--- src/rtl/write_back_stage.sv ---
// Purpose: MIPS write-back stage. Selects the source, aligns and extends loads, drops r0 writes, counts retirements, latches halt.
// Latency: one cycle. An instruction accepted at edge N drives the register-file write from N until N+1.
// Backpressure: nothing is accepted while i_stall or o_halted is high; upstream holds the instruction until it is accepted.
module write_back_stage #(
   parameter int NB_DATA           = 32,
   parameter int N_REGISTERS       = 32,
   parameter int NB_ADDR_REGISTERS = $clog2(N_REGISTERS),
   parameter int NB_CONTROL_WB     = 6,
   parameter int NB_RETIRE_CNT     = 32
) (
   input  logic                         i_clk,
   input  logic                         i_reset,
   input  logic                         i_valid,
   input  logic                         i_stall,
   input  logic [NB_DATA-1:0]           i_reg_data,
   input  logic [NB_DATA-1:0]           i_mem_data,
   input  logic [NB_DATA-1:0]           i_link_data,
   input  logic [1:0]                   i_mem_byte_off,
   input  logic [NB_ADDR_REGISTERS-1:0] i_reg_num,
   input  logic [NB_CONTROL_WB-1:0]     i_control_wb,
   input  logic                         i_halt,
   output logic [NB_DATA-1:0]           o_reg_w_data,
   output logic [NB_ADDR_REGISTERS-1:0] o_reg_num,
   output logic                         o_reg_w_en,
   output logic [NB_RETIRE_CNT-1:0]     o_retired_cnt,
   output logic                         o_halted
);

   // Control bundle fields.
   logic       reg_write;
   logic [1:0] src;
   logic [1:0] size;
   logic       is_unsigned;

   assign reg_write   = i_control_wb[0];
   assign src         = i_control_wb[2:1];
   assign size        = i_control_wb[4:3];
   assign is_unsigned = i_control_wb[5];

   logic                accept;
   logic [31:0]         mem_word;
   logic [7:0]          byte_lane;
   logic [15:0]         half_lane;
   logic [NB_DATA-1:0]  load_data;
   logic [NB_DATA-1:0]  wb_data;

   assign accept   = i_valid & ~i_stall & ~o_halted;
   // Sub-word loads only ever look at the low 32 bits of the memory word.
   assign mem_word = i_mem_data[31:0];

   // Load path: pick the addressed little-endian lane, then sign/zero extend to the full width.
   always_comb begin
      byte_lane = 8'h00;
      half_lane = i_mem_byte_off[1] ? mem_word[31:16] : mem_word[15:0];
      load_data = '0;
      case (i_mem_byte_off)
         2'd0:    byte_lane = mem_word[7:0];
         2'd1:    byte_lane = mem_word[15:8];
         2'd2:    byte_lane = mem_word[23:16];
         default: byte_lane = mem_word[31:24];
      endcase
      if (size[1]) begin
         load_data        = {NB_DATA{~is_unsigned & mem_word[31]}};
         load_data[31:0]  = mem_word;
      end else if (size[0]) begin
         load_data        = {NB_DATA{~is_unsigned & half_lane[15]}};
         load_data[15:0]  = half_lane;
      end else begin
         load_data        = {NB_DATA{~is_unsigned & byte_lane[7]}};
         load_data[7:0]   = byte_lane;
      end
   end

   // Source mux: ALU for 00/11, memory load for 01, link address for 10.
   always_comb begin
      wb_data = i_reg_data;
      case (src)
         2'b01:   wb_data = load_data;
         2'b10:   wb_data = i_link_data;
         default: wb_data = i_reg_data;
      endcase
   end

   // Output register: latch data/index on accept, pulse the strobe for exactly one cycle.
   always_ff @(posedge i_clk or negedge i_reset) begin
      if (!i_reset) begin
         o_reg_w_data <= '0;
         o_reg_num    <= '0;
         o_reg_w_en   <= 1'b0;
      end else if (accept) begin
         o_reg_w_data <= wb_data;
         o_reg_num    <= i_reg_num;
         o_reg_w_en   <= reg_write & (i_reg_num != '0);
      end else begin
         o_reg_w_en   <= 1'b0;
      end
   end

   // Retire counter and sticky halt; HALT itself is counted and halts on the same edge.
   always_ff @(posedge i_clk or negedge i_reset) begin
      if (!i_reset) begin
         o_retired_cnt <= '0;
         o_halted      <= 1'b0;
      end else if (accept) begin
         o_retired_cnt <= o_retired_cnt + NB_RETIRE_CNT'(1);
         if (i_halt) begin
            o_halted <= 1'b1;
         end
      end
   end

endmodule

--- config.mk ---
export PLATFORM = sky130hd
export DESIGN_NAME = write_back_stage
export DESIGN_NICKNAME = d
export VERILOG_FILES = /design/src/rtl/write_back_stage.sv
export SDC_FILE = /design/constraint.sdc
export NUM_CORES = 1
export LEC_CHECK = 0
export BUFFER_PORTS_ARGS = -buffer_cell sky130_fd_sc_hd__buf_2
export CORE_UTILIZATION = 52
export CTS_BUF_LIST = sky130_fd_sc_hd__clkbuf_16
export DETAILED_ROUTE_END_ITERATION = 12
export GPL_TIMING_DRIVEN = 0
export PLACE_DENSITY = 0.93
export SYNTH_ARGS = -nofsm -noshare
export SYNTH_HDL_FRONTEND = slang
export SYNTH_SLANG_ARGS = --single-unit
--- constraint.sdc ---
create_clock -name i_clk -period 4.7 [get_ports i_clk]
set_input_delay 0.235 -clock i_clk [delete_from_list [all_inputs] [get_ports i_clk]]
set_output_delay 0.235 -clock i_clk [all_outputs]
set_load 0.03 [all_outputs]
Yosys cells after proc, flatten, opt, wreduce, memory -nomap -nowiden. Cells that the tools add are included.

Register bits after elaboration: 71. Input bits: 114. Output and inout port bits: 71. Word-level logic and storage cells: 27.

$add $sub $neg: 1. Equal/unequal tests: 4. Muxes and demuxes: 6. Bitwise gates (word level): 8. Reductions and logical operators: 3.

Operators by type and width (number): 2-to-1 mux 32 bit (2); one-hot mux 32 bit (2 select lines) (1); adder 32 x 1 -> 32 bit (second input constant) (1); one-hot mux 8 bit (3 select lines) (1); 2-to-1 mux 16 bit (1); bitwise AND 1 bit (5); nonzero test 5 bit (1); equality test 2 x 1 -> 1 bit (second input constant) (2); equality test 2 bit (second input constant) (2); inverter 1 bit (3); zero test 2 bit (1); AND reduction 2 bit (1); 2-to-1 mux 1 bit (1).

Longest topological paths before layout.
Depth after elaboration: 6. Mapped depth: 8. Mapped depth without buffers: 6.

Worst setup path after synthesis. OpenSTA, ideal clock, no wires.

Path kind: register to register. Start: reg o_halted. End: reg o_retired_cnt[25]. Library setup time: 0.134 ns. Data arrival time: 1.681 ns. Required time: 4.566 ns. Slack: 2.885 ns. Stages on the path, launching flop included: 6. Path buffers: 1. Clock period less this slack: 1.815 ns. Cell sequence: dfrtp_1 -> or3b_1 -> buf_6 -> nor4_4 -> nand4_1 -> xnor2_1.

Longest elaborated chain between the ends: 2.

RTL lines: start, declared (RTL line 26) `output logic o_halted`; start signal, assigned (RTL line 103) `o_halted <= 1'b0;`; start signal, assigned (RTL line 107) `o_halted <= 1'b1;`; inverter 1 bit (RTL line 47) `assign accept = i_valid & ~i_stall & ~o_halted;`; bitwise AND 1 bit (RTL line 47); end signal, assigned (RTL line 105) `o_retired_cnt <= o_retired_cnt + NB_RETIRE_CNT'(1);`; end, declared (RTL line 25) `output logic [NB_RETIRE_CNT-1:0] o_retired_cnt,`.

No other way between the ends. A chain may end at the register's enable or synchronous reset.

Worst setup path in the final report.
Start: in i_control_wb[1]. End: reg o_reg_w_data[24].

Longest elaborated chain between the ends: 2. Elaborated cells between the ends (all ways): 3. Those cells by class: eq/ne: 2; mux: 1.

RTL lines: start, declared (RTL line 20) `input logic [NB_CONTROL_WB-1:0] i_control_wb,`; equality test 2 bit or equality test 2 x 1 -> 1 bit (tied branches) (RTL line 77) `case (src)`; one-hot mux 32 bit (2 select lines) * (RTL line 77); end signal, assigned (RTL line 91) `o_reg_w_data <= wb_data;`; end, declared (RTL line 22) `output logic [NB_DATA-1:0] o_reg_w_data,`.

Every way passes the cells marked *; elsewhere a longest branch is shown, timed or not.

==> flow_summary.toml <==
[run_status]
status = "finished clean"

[global_route]
grt_pass1_vias = 4488
grt_max_degree = 72
grt_pass1_wl_um = 22000
grtUsageMet2_pct = 56.5
use_met1_pct = 39.8
grt_util_met3_pct = 7.63
busiest_layer = "met2"
antenna_found_initial = 0
gr-usage-all-layers_pct = 33.5
grt_overflow = 0

[critical_path]
crit_chain = "buf_2, inv_1, ha_1, clkbuf_1, inv_2, clkbuf_1, clkbuf_1, o22ai_1, o221ai_1"
r2r_cells = 5
crit_top_cell = "clkbuf_1"
reg2reg_from = "o_retired_cnt[5]"
startpoint = "i_control_wb[1]"
cp.required_ns = 4.94
r2r_setup_slack_ns = 2.81
worst_setup_path_end_kind = "flop"
cp_slowest_stage_delay_ns = 0.47
cp.depth = 9
slowest_stage = "clkbuf_1"
start_kind = "input pin"
critPathBufInv = 6
cp_top_family = "buffers and inverters"
timing.rr.end = "o_retired_cnt[29]"
criticalPathCategory = "input pin to flop"
cp-endpoint = "o_reg_w_data[24]"
cp.arrival_ns = 2.31
worst-path-max-fanout = 10

[placement]
gp_congestion = 0.955
port-buffer-count = 183
place_ws_ns = 2.37
dpl.hpwl_um = 10600

[synth]
ys_async_sr_fraction_pct = 100
netlist.area_leader.share_pct = 42.2
avgSynthCellArea_um2 = 9.22
syn_nets = 574
synthTopCellsByArea = "dfrtp_1 42%, a21oi_1 5.3%, nand2_1 5.3%, o221ai_1 5.2%, xnor2_1 5.2%"
postSynthRegisterBits = 71
yosysWarningCount = 0
syn_area_um2 = 4210
synth-seq-area-share_pct = 42.2
synth_top_flop_cell = "dfrtp_1"
ys_types = 53
synth_edf_count = 0
syn_inst = 457
yosysTopAreaCell = "dfrtp_1"

[detailed_routing]
detail_route.wl_per_cell_um = 18.5
drc_errors = 0
vias = 4631
drtAntennaViolNets = 0
drt_iter0_markers = 222
drtPass1Iterations = 5
wl_um = 14000
viasPerCell = 6.11

[cts]
cts_root_buf = "clkbuf_16"
cts.sinks = 71
cts_resized = 0
ctsHoldBuffers = 0
insertion_delay_ns = 0.33
cts_buffer_depth = 2
cts_tree = "yes"
clk_pin_slew_ns = 0.06
cts_setup_buffers = 0
cts_buffers = 9
h-tree-depth = 3

[floorplanning]
num_rows = 32
dieHeight_um = 92.0
core-area_um2 = 7770
initial_utilization_pct = 54.2
die_w_um = 92.0
fp.dieArea_um2 = 8460
ioPinCount = 185

[min_path]
hold_class = "input pin to asynchronous set/reset pin"

[cells_and_area]
final_cell_mix = "189 x buf_2, 71 x dfrtp_1, 60 x nand2_1"
final_nets = 768
final_common_cell = "buf_2"
syn2layout_area_growth_pct = 32.3
n_antenna_cell = 0
drive_above_1_share_pct = 33.1

[job]
cap_violations = 0

[sta]
period_share_pct = 44.0
period_minus_slack_ns = 2.07
timing.fmax_ghz = 0.483
setup_viol = 0
worst_slack_ns = 2.63
skew_ns = 0.00674
finalMaxSlewViolations = 0
rsz0062_at_grt = "false"
maxSlewHeadroom_pct = 39.0
tightest_slew_ns = 0.916
setup_tns_ns = 0
hold_violations = 0

[power]
ir_worst_vdd_uv = 235
p_leak_nw = 2.80
power_density_nw_per_um2 = 413
==> final cells by class <==
type                            count  area [µm²]
Sequential cell                    71        1780
Fill cell                         601        2200
Inverter                           11        41.3
Multi-Input combinational cell    341        2250
Clock buffer                        9         225
Tap cell                          102         128
Clock inverter                      7        88.8
Buffer                             34         148
Timing Repair Buffer              183         918
==> state kept, by name, summed over array words and instances (netlist names) <==
register and flops:
o_halted 1, o_reg_num 5, o_reg_w_data 32, o_reg_w_en 1, o_retired_cnt 32
==> metal layers <==
layer  up-vias  share of wire (%)
met4         0                4.0
li1       2095                  -
met1      2192                 38
met3        47                8.9
met2       297                 49
met5         -                  0
==> metrics by stage <==
step	util (%)	std cells	area (µm²)	hold slack [ns]	power (mW)
global route	71.7	758	5570	0.116	2.40
finish	71.7	758	5570	0.0325	2.30
global placement	67.7	742	5260	0.443	1.56
CTS	71.7	758	5570	0.0770	2.30
detailed placement	67.7	742	5260	0.430	1.57
floorplan	-	457	4210	-0.0606	1.29
==> cell usage after synthesis, types with 2 or more instances <==
library cell and n:
dfrtp_1 71, nand2_1 60, a21oi_1 45, o221ai_1 25, xnor2_1 25, clkbuf_1 23
o21ai_0 23, and3_1 18, mux2i_1 17, o22ai_1 17, nand3_1 15, inv_1 9
or3_1 9, a211oi_1 7, a221o_1 7, buf_2 7, nand4_1 7, nor2b_1 7
nand2b_1 6, nor2_1 6, nor3_1 6, xor2_1 6, and4_1 4, ha_1 3
nor4_4 3, a31oi_1 2, buf_1 2, nand3b_1 2
==> how the worst min path moves through the flow <==
| stage | startpoint | to | slack, ns |
|---|---|---|---|
| 2_1_floorplan | i_reset | o_halted | -0.06 |
| 3_3_place_gp | i_reg_num[2] | o_reg_num[2] | 0.44 |
| 3_5_place_dp | i_reset | o_retired_cnt[15] | 0.43 |
| 4_1_cts | i_reset | o_retired_cnt[15] | 0.08 |
| 5_1_grt | i_reset | o_retired_cnt[15] | 0.12 |
| 6_report | i_reset | o_retired_cnt[10] | 0.03 |
==> cell families after synthesis <==
family | share of synthesized area [%]
muxes | 4.66
DFF | 42.2
xor gates and xnor gates | 6.45
AOI/OAI and AO/OA | 21.1
buffers and inverters | 4.49
adders and majority gates | 0.891
and+or+nand+nor | 20.2
==> power breakdown <==
part / internal (mW) / total (mW) / switching, mW
logic: 0.232 / 0.744 / 0.513
registers: 0.738 / 0.830 / 0.0923
clock network: 0.461 / 0.727 / 0.266
Power figures use the tool's default switching activity.
